==> src/rtl/fpu_seq_ctrl.sv <==
// fpu_seq_ctrl: execute-stage sequencer for a multi-cycle FP arithmetic core.
// Optional build macro: FPU_FFLAGS_EN (accrued exception flags).
//
// Ports:
//   clk, reset          clock; asynchronous active-high reset
//   FPUStart            decoded FP op present in E stage
//   FPUControl[2:0]     000 FADD, 001 FSUB, 010 FMUL, 011 FDIV, 1xx reserved
//   SrcAE, SrcBE        operands (XLEN)
//   RdE[4:0]            destination FP register
//   FlushE              squash E-stage instruction and any in-flight op
//   CoreStart           1-cycle issue pulse to the arithmetic core
//   CoreOp, CoreA/B     latched op and operands, held for the whole op
//   CoreDone            core result valid (1 cycle)
//   CoreResult          core result, valid with CoreDone
//   StallFPU            hold F/D/E stages
//   FPUResultValid      1-cycle writeback strobe
//   FPUResult, FPURd    result and destination, valid with the strobe
//   FPUTimeout          sticky watchdog-expiry flag, cleared by reset only
//   FPU_FFLAGS_EN only:
//   CoreFlags[4:0]      NV,DZ,OF,UF,NX from the core, valid with CoreDone
//   FFlagsClr           clear accrued flags
//   FFlags[4:0]         accrued flags of committed ops

module fpu_seq_ctrl #(
    parameter int XLEN    = 32,
    parameter int TIMEOUT = 64,
    parameter int CNT_W   = 7
) (
    input  logic            clk,
    input  logic            reset,
    input  logic            FPUStart,
    input  logic [2:0]      FPUControl,
    input  logic [XLEN-1:0] SrcAE,
    input  logic [XLEN-1:0] SrcBE,
    input  logic [4:0]      RdE,
    input  logic            FlushE,
    output logic            CoreStart,
    output logic [2:0]      CoreOp,
    output logic [XLEN-1:0] CoreA,
    output logic [XLEN-1:0] CoreB,
    input  logic            CoreDone,
    input  logic [XLEN-1:0] CoreResult,
    output logic            StallFPU,
    output logic            FPUResultValid,
    output logic [XLEN-1:0] FPUResult,
    output logic [4:0]      FPURd,
    output logic            FPUTimeout
`ifdef FPU_FFLAGS_EN
    ,
    input  logic [4:0]      CoreFlags,
    input  logic            FFlagsClr,
    output logic [4:0]      FFlags
`endif
);

    if (TIMEOUT < 2 || (2 ** CNT_W) <= TIMEOUT) begin : g_param_bad
        $error("fpu_seq_ctrl: need TIMEOUT >= 2 and 2**CNT_W > TIMEOUT");
    end

    typedef enum logic [1:0] {
        IDLE,
        ISSUE,
        WAIT,
        DRAIN
    } state_t;

    state_t state;
    state_t state_nx;

    logic [CNT_W-1:0] cnt;
    logic [4:0]       rd_q;
    logic             accept;
    logic             commit;
    logic             expire;
    logic             at_limit;

    // cnt holds the number of cycles elapsed since the CoreStart cycle.
    // Expiring one count early makes FPUTimeout visible exactly TIMEOUT
    // cycles after CoreStart; a CoreDone in that last cycle still wins.
    assign at_limit = (cnt == CNT_W'(TIMEOUT - 1));

    always_ff @(posedge clk or posedge reset) begin
        if (reset) begin
            state <= IDLE;
        end else begin
            state <= state_nx;
        end
    end

    always_comb begin
        state_nx  = state;
        CoreStart = 1'b0;
        StallFPU  = 1'b0;
        accept    = 1'b0;
        commit    = 1'b0;
        expire    = 1'b0;
        unique case (state)
            IDLE: begin
                // Reserved encodings and squashed starts never stall.
                if (FPUStart && !FlushE && !FPUControl[2]) begin
                    accept   = 1'b1;
                    StallFPU = 1'b1;
                    state_nx = ISSUE;
                end
            end
            ISSUE: begin
                // The issue pulse fires even when flushed; the core
                // must then be drained before returning to IDLE.
                CoreStart = 1'b1;
                StallFPU  = 1'b1;
                state_nx  = FlushE ? DRAIN : WAIT;
            end
            WAIT: begin
                StallFPU = 1'b1;
                if (CoreDone) begin
                    commit   = !FlushE;
                    state_nx = IDLE;
                end else if (at_limit) begin
                    expire   = 1'b1;
                    state_nx = IDLE;
                end else if (FlushE) begin
                    state_nx = DRAIN;
                end
            end
            DRAIN: begin
                StallFPU = 1'b1;
                if (CoreDone) begin
                    state_nx = IDLE;
                end else if (at_limit) begin
                    expire   = 1'b1;
                    state_nx = IDLE;
                end
            end
            default: begin
                state_nx = IDLE;
            end
        endcase
    end

    // Watchdog: zero in IDLE/ISSUE, counts every WAIT/DRAIN cycle.
    always_ff @(posedge clk or posedge reset) begin
        if (reset) begin
            cnt <= '0;
        end else if (state_nx == IDLE || state_nx == ISSUE) begin
            cnt <= '0;
        end else begin
            cnt <= cnt + CNT_W'(1);
        end
    end

    // Operand latches stay stable until the next accepted op.
    always_ff @(posedge clk or posedge reset) begin
        if (reset) begin
            CoreOp <= '0;
            CoreA  <= '0;
            CoreB  <= '0;
            rd_q   <= '0;
        end else if (accept) begin
            CoreOp <= FPUControl;
            CoreA  <= SrcAE;
            CoreB  <= SrcBE;
            rd_q   <= RdE;
        end
    end

    always_ff @(posedge clk or posedge reset) begin
        if (reset) begin
            FPUResultValid <= 1'b0;
            FPUResult      <= '0;
            FPURd          <= '0;
        end else begin
            FPUResultValid <= commit;
            if (commit) begin
                FPUResult <= CoreResult;
                FPURd     <= rd_q;
            end
        end
    end

    always_ff @(posedge clk or posedge reset) begin
        if (reset) begin
            FPUTimeout <= 1'b0;
        end else if (expire) begin
            FPUTimeout <= 1'b1;
        end
    end

`ifdef FPU_FFLAGS_EN
    // Clear applies first so flags raised in the same cycle survive.
    always_ff @(posedge clk or posedge reset) begin
        if (reset) begin
            FFlags <= '0;
        end else begin
            FFlags <= (FFlagsClr ? 5'b0 : FFlags)
                    | (commit ? CoreFlags : 5'b0);
        end
    end
`endif

endmodule

==> config.mk <==
export PLATFORM = sky130hd
export DESIGN_NAME = fpu_seq_ctrl
export DESIGN_NICKNAME = d
export VERILOG_FILES = /design/src/rtl/fpu_seq_ctrl.sv
export SDC_FILE = /design/constraint.sdc
export NUM_CORES = 1
export LEC_CHECK = 0
export ABC_AREA = 1
export ABC_CLOCK_PERIOD_IN_PS = 13750
export CORE_MARGIN = 2
export CORE_UTILIZATION = 45
export CTS_BUF_LIST = sky130_fd_sc_hd__clkbuf_2
export DETAILED_ROUTE_END_ITERATION = 10
export GPL_TIMING_DRIVEN = 0
export PLACE_DENSITY = 0.86
export SYNTH_ARGS = -nofsm -noshare
export SYNTH_HDL_FRONTEND = slang
export SYNTH_SLANG_ARGS = --single-unit
==> constraint.sdc <==
create_clock -name clk -period 13.75 [get_ports clk]
set_clock_uncertainty 0.05 [all_clocks]
set_input_delay 4.125 -clock clk [delete_from_list [all_inputs] [get_ports clk]]
set_output_delay 4.125 -clock clk [all_outputs]
set_load 0.05 [all_outputs]
== Word-level counts from Yosys, hierarchy flattened ==
Cells that the tools add are included.

* Input port bits: 109
* Output and inout bits: 108
* Register bits: 120
* Logic and storage cells: 43

* Muxes and demuxes: 18
* Add/subtract/negate cells: 1
* Reductions and logical operators: 9
* Equality and inequality tests: 5

{| class="wikitable"
|+ Operators by type and width
! operator !! number
|-
| 2-bit 2-to-1 mux || 6
|-
| 1-bit 2-to-1 mux || 9
|-
| 2-bit one-hot mux with 4 select lines || 1
|-
| 7-bit by 1-bit adder with 7-bit output, second input constant || 1
|-
| 7-bit by 6-bit == test with 1-bit output, second input constant || 1
|-
| 7-bit 2-to-1 mux || 1
|-
| 2-bit by 1-bit == test with 1-bit output, second input constant || 2
|-
| 2-bit == test, second input constant || 2
|-
| 2-bit zero test || 2
|-
| 3-bit OR reduction || 1
|-
| 1-bit logical AND || 2
|-
| 1-bit zero test || 2
|-
| 1-bit one-hot mux with 2 select lines || 1
|-
| 2-bit OR reduction || 1
|-
| 1-bit logical OR || 1
|}

== Logic depth before layout (Yosys ltp) ==
Gate-level depths: netlist of the first run.

* Depth after elaboration: 8
* Depth in mapped cells: 8
* Gate-level depth less buffers: 8

== Worst setup path before layout of the first run ==
No wires, ideal clock.

* Path kind: input port to output port
* From: in FPUControl[2]
* To: out StallFPU
* Data required time: 9,575 ps
* Slack: 4,904 ps
* Arrival time: 4,671 ps
* Stages: 3
* Buffers on the path: 0
* Path through: nor2_2 > nand2_1 > nand2_1

* Word-level cells in the longest chain between the ends: 4

{| class="wikitable"
|+ RTL lines
! what !! RTL line !! source
|-
| start, declared || 32 || <nowiki>input logic [2:0] FPUControl,</nowiki>
|-
| 1-bit zero test || 100 || <nowiki>if (FPUStart && !FlushE && !FPUControl[2]) begin</nowiki>
|-
| 1-bit logical AND || 100 ||
|-
| 1-bit 2-to-1 mux || 100 ||
|-
| 1-bit one-hot mux with 2 select lines || 97 || <nowiki>unique case (state)</nowiki>
|-
| end, declared || 43 || <nowiki>output logic StallFPU,</nowiki>
|}

Every way passes these cells.

== Worst setup path after layout of the first run ==
* From: in FlushE
* To: out StallFPU

* Word-level cells in the longest chain between the ends: 5

{| class="wikitable"
|+ RTL lines
! what !! RTL line !! source
|-
| start, declared || 36 || <nowiki>input logic FlushE,</nowiki>
|-
| 1-bit zero test || 100 ||
|-
| 1-bit logical AND (2 in a row) || 100 ||
|-
| 1-bit 2-to-1 mux || 100 ||
|-
| 1-bit one-hot mux with 2 select lines || 97 ||
|}

Every way passes these cells.

==> out/metrics.csv, run 1 <==
metric;value;unit
port_buffers;216;
final_max_slew_viol_count;0;
area.growth.synth_to_final;55.6;%
chipHeight;107;um
layout.nets;869;
finalNonFillerCells;908;
drive_gt1_share;7.51;%
via_count;4241;
numCtsBuffers;17;
max_slew.worst_pin.slew;756;ps
power_leakage;3.75;nW
synth_cells;523;
grt_pass1_wl;20700;um
critPathLaunchType;input pin;
ant_nets;0;
ir_drop;0.182;mV
drt_iter0_drc;203;
diodes;0;
cap_violations;0;
fmax;101;MHz
root_buffer;clkbuf_2;
grt_max_degree;62;
hold_path_end;FPUResult[11];
cp.required;9570;ps
ctsResizeCount;0;
nFillCells;782;
holdCritStartpoint;FPUResult[11];
synth_nets;633;
seq_area;3000;um^2
via_per_inst;4.67;
r2r-start;cnt[0];
r2r_slack;12190;ps
cp_max_fo;3;
grt.total_usage;23.3;%
fin_setup_tns;0;ps
critPathSlowestCell;clkdlybuf4s50_1;
dieWidth;107;um
slew_headroom;49.6;%
period_needed;9850;ps
finalWirelength;12800;um
stdcell_area;7440;um^2
clkTransAtPathRegs;160;ps
antenna_found_initial;0;
die_area;11500;um^2
grt_remaining_overflow;0;
rows;37;
cts_tree;done;
place_congestion;0.757;
first_global_vias;4348;
holdBufCountCts;0;
clkLatencyLatePin;620;ps
ioPinCount;217;
core-area;10300;um^2
multi_input_area;1310;um^2
post_cts_buffers;0;
post-dp-hpwl;9820;um
ys_warn_count;0;
status;completed;
rsz0062_at_grt;no;
synth_seq_cells;120;
synthesis.area;4780;um^2
path_cells;clkdlybuf4s50_1, nor2_2, nand2_1, nand2_1, clkdlybuf4s50_1;
path_buf_inv;2;
hold_viol;0;
synth_cell_types;23;
cts_max_path_buffers;2;
dp.cells;876;
cts_max_level;4;
powerDensity;271;nW/um^2
initial_utilization;46.3;%
routedWlPerCell;14.1;um
holdPathStages;2;
synth-seq-area-share;62.8;%
place_area;7140;um^2
r2r_end;cnt[5];
reg2regPathDepth;8;
setup_viol;0;
min_path_type;flop to flop;
cpLargestDelayFamily;buffers and inverters;
syn_avg_cell_area;9.14;um^2
drc;0;
first_pass_iters;6;
cts.sinks;120;
critPathCaptureType;output pin;
fin_crit_sh;71.7;%
max_stage_delay;790;ps
worst-setup-path-type;input pin to output pin;
cp.arrival;5680;ps
-- power by group --
part / internal (mW) / total, mW / switching [mW]
sequential: 0.515 / 0.610 / 0.0948
combinational: 0.370 / 1.14 / 0.770
clock: 0.136 / 0.268 / 0.131
-- metal layers --
| layer | GRT usage (%) | wire length [um] | vias up |
|---|---|---|---|
| li1 | - | - | 2063 |
| met1 | 26.3 | 4890 | 1975 |
| met2 | 39.8 | 6570 | 172 |
| met3 | 7.96 | 961 | 31 |
| met4 | 10.7 | 407 | 0 |
| met5 | 0 | 0 | - |
-- tightest hold or removal path: stages, from the launching register on --
cell	delay, ps
dfrtp_1	380
nand2_1	50
nand2_1	50
-- area by class of cell --
class                   instances  area share [%]
clock buffers                  18            1.21
repair buffers                217            29.4
plain buffers                  22            1.90
multi-input cells             295            17.6
well taps                     136            2.29
flip-flops and latches        120            40.4
clock inverters                14            2.76
inverters                      86            4.37
-- placed cells by master, fill, tap and decap left out, types with 5 or more instances in the layout --
| cell | Yosys | routed |
|---|---|---|
| nand2_1 | 191 | 191 |
| bufinv_16 | 0 | 5 |
| clkbuf_1 | 10 | 10 |
| o21ai_0 | 33 | 33 |
| dfrtp_1 | 120 | 120 |
| buf_6 | 7 | 7 |
| o21ai_1 | 32 | 32 |
| buf_2 | 5 | 5 |
| o21ai_2 | 7 | 7 |
| clkdlybuf4s50_1 | 0 | 216 |
| nand3_1 | 5 | 5 |
| nor2_1 | 8 | 8 |
| clkbuf_2 | 0 | 18 |
| inv_1 | 85 | 84 |
| a21oi_1 | 5 | 5 |
-- sequential cells by signal (all words and copies together), names as in the netlist --
name,cells
rd_q,5
FPURd,5
cnt,7
CoreB,32
FPUTimeout,1
FPUResultValid,1
CoreOp,3
CoreA,32
FPUResult,32
state,2
-- per-stage QoR --
stage	power [mW]	utilization, %	worst slack, ps	hold WS (ps)
final	2.02	72.0	3900	450
after global routing	2.11	72.0	3850	472
after CTS	2.03	72.0	3880	455
after detailed placement	1.76	69.2	3890	414
after global placement	1.73	68.9	3920	402
after floorplan	1.34	-	4900	392
-- cells in the mapped netlist (all sizes together) --
cell type | number | area share, %
xor2 | 1 | 0.18
clkbuf | 10 | 0.79
a21oi | 9 | 1.3
nor2 | 10 | 0.89
buf | 12 | 2.2
inv | 86 | 6.8
o21ai | 72 | 8.1
a21boi | 1 | 0.16
o21bai | 1 | 0.16
nand2 | 191 | 15
nand3 | 6 | 0.89
ha | 1 | 0.26
xnor2 | 1 | 0.18
dfrtp | 120 | 63
nand4 | 2 | 0.39
-- how the worst max path moves through the flow --
stage | start | end | slack, ps | cells after the start
after global routing | FlushE | StallFPU | 3850 | 5
after floorplan | FPUControl[2] | StallFPU | 4900 | 3
final | FlushE | StallFPU | 3900 | 5
after CTS | FlushE | StallFPU | 3880 | 5
after global placement | FlushE | StallFPU | 3920 | 5
after detailed placement | FlushE | StallFPU | 3890 | 5
-- cells by family after synthesis --
logic type | Yosys count | share of synthesized area (%)
and+or+nand+nor | 209 | 17.2
adders and majority gates | 1 | 0.262
DFF | 120 | 62.8
buffers and inverters | 108 | 9.71
AOI/OAI and AO/OA | 83 | 9.66
xor gates and xnor gates | 2 | 0.367
(Power assumes the default switching activity.)
==> run 2, diff against run 1 <==
--- a/config.mk
+++ b/config.mk
@@ -6,13 +6,13 @@
 export NUM_CORES = 1
 export LEC_CHECK = 0
 export ABC_AREA = 1
-export ABC_CLOCK_PERIOD_IN_PS = 13750
+export ABC_CLOCK_PERIOD_IN_PS = 8000
 export CORE_MARGIN = 2
-export CORE_UTILIZATION = 45
+export CORE_UTILIZATION = 39
 export CTS_BUF_LIST = sky130_fd_sc_hd__clkbuf_2
 export DETAILED_ROUTE_END_ITERATION = 10
 export GPL_TIMING_DRIVEN = 0
-export PLACE_DENSITY = 0.86
+export PLACE_DENSITY = 0.79
 export SYNTH_ARGS = -nofsm -noshare
 export SYNTH_HDL_FRONTEND = slang
 export SYNTH_SLANG_ARGS = --single-unit
==> constraint.sdc (replaced) <==
create_clock -name clk -period 8 [get_ports clk]
set_clock_uncertainty 0.05 [all_clocks]
set_input_delay 2.4 -clock clk [delete_from_list [all_inputs] [get_ports clk]]
set_output_delay 2.4 -clock clk [all_outputs]
set_load 0.05 [all_outputs]
==> out/metrics.csv, run 2 (synthesized netlist as in run 1, its figures left out) <==
metric;value;unit
seq_area;3000;um^2
cp_max_fo;3;
via_count;4190;
first_global_vias;4269;
diodes;0;
ioPinCount;217;
max_slew.worst_pin.slew;540;ps
cts_max_level;4;
drc;0;
cp.required;5550;ps
place_congestion;0.831;
ctsResizeCount;0;
cts_tree;done;
first_pass_iters;4;
grt-busiest-layer;met2;
cp.arrival;3950;ps
grt_max_degree;68;
place_area;7160;um^2
die_area;13200;um^2
pre_cts_slack;1610;ps
numCtsBuffers;17;
ant_nets;0;
fin_setup_tns;0;ps
chipHeight;115;um
period_needed;6400;ps
dp.cells;887;
worst-setup-path-type;input pin to output pin;
fin_crit_sh;80.0;%
critPathLaunchType;input pin;
power_leakage;3.69;nW
grt_pass1_wl;20200;um
critPathCaptureType;output pin;
drt_iter0_drc;174;
status;completed;
routedWlPerCell;13.8;um
nFillCells;1038;
area.growth.synth_to_final;53.4;%
final_max_slew_viol_count;0;
final_common_cell;clkdlybuf4s50_1;
grt.met2_usage;32.3;%
via_per_inst;4.57;
root_buffer;clkbuf_2;
initial_utilization;39.8;%
core-area;12000;um^2
grt_remaining_overflow;0;
ir_drop;0.256;mV
cts_max_path_buffers;2;
antenna_found_initial;0;
critPathSlowestCell;clkdlybuf4s50_1;
fmax;156;MHz
min_path_type;flop to flop;
clkTransAtPathRegs;150;ps
stdcell_area;7330;um^2
powerDensity;452;nW/um^2
rsz0062_at_grt;no;
post-dp-hpwl;9520;um
layout.nets;869;
cap_violations;0;
cpLargestDelayFamily;buffers and inverters;
path_buf_inv;2;
layout_common_cells;clkdlybuf4s50_1, nand2_1, dfrtp_1, inv_1, o21ai_0;
clkLatencyLatePin;620;ps
setup_viol;0;
port_buffers;216;
cts.sinks;120;
hold_viol;0;
drive_gt1_share;7.02;%
gr-usage-met3;7.15;%
post_cts_buffers;0;
slew_headroom;63.9;%
dieWidth;115;um
grt_util_met1;23.7;%
path_cells;clkdlybuf4s50_1, nor2_2, nand2_1, nand2_1, clkdlybuf4s50_1;
holdBufCountCts;0;
top_regs;CoreA (32), CoreB (32), FPUResult (32);
finalNonFillerCells;916;
worst_slack;1600;ps
finalWirelength;12600;um
max_stage_delay;800;ps
grt.total_usage;19.7;%
rows;40;
multi_input_area;1310;um^2
utilization;61.0;%
[run 2: cell types whose count changed in the layout (fill, tap and decap cells not counted)]
| cell | delta |
|---|---|
| bufinv_16 | -4 |
| clkbuf_2 | -1 |
| clkinv_1 | +1 |
| clkinv_2 | +2 |
| clkinv_4 | -2 |
| clkinvlp_4 | +1 |
| inv_4 | -1 |
| inv_6 | +1 |
[run 2: path summary, 6_finish.rpt]
kind	start	endpoint	slack, ps	depth (start not counted)
worst max-delay path	FlushE	StallFPU	1600	5
worst min-delay path	CoreOp[2]	CoreOp[2]	450	2
worst max register to register	cnt[0]	cnt[5]	6410	8
worst min register to register	CoreOp[2]	CoreOp[2]	450	2
max in group asynchronous	reset	CoreB[5]	5090	3
min in group asynchronous	reset	CoreA[28]	2130	2
[run 2: power breakdown]
part           switching, mW  internal [mW]  total [mW]
Sequential             0.160          0.885        1.05
Clock                  0.215         0.0995       0.314
Combinational           1.32          0.636        1.96
[run 2: area by class of cell]
type	instances	area share [%]
plain buffers	22	1.93
multi-input cells	295	17.9
repair buffers	217	29.9
well taps	147	2.51
clock buffers	17	1.16
flip-flops and latches	120	41.0
inverters	86	4.47
clock inverters	12	1.21
[run 2: layer usage]
metal | vias up | share of wire (%)
li1 | 2055 | -
met1 | 1944 | 42
met2 | 167 | 48
met3 | 24 | 8.0
met4 | 0 | 2.5
met5 | - | 0
[run 2: metrics by stage]
step | total power [mW] | hold WS, ps
after global routing | 3.50 | 461
final | 3.31 | 448
after global placement | 2.98 | 402
after floorplan | 2.30 | 392
after detailed placement | 3.02 | 412
after CTS | 3.34 | 444
[run 2: worst reg2reg max path, stage by stage (launching register included)]
cell and delay [ps]:
dfrtp_1 470, ha_1 240, nand2_1 70, nor2_1 110, nand2_1 130, nand2_1 210
nand2_1 130, nand2_1 80, inv_1 40
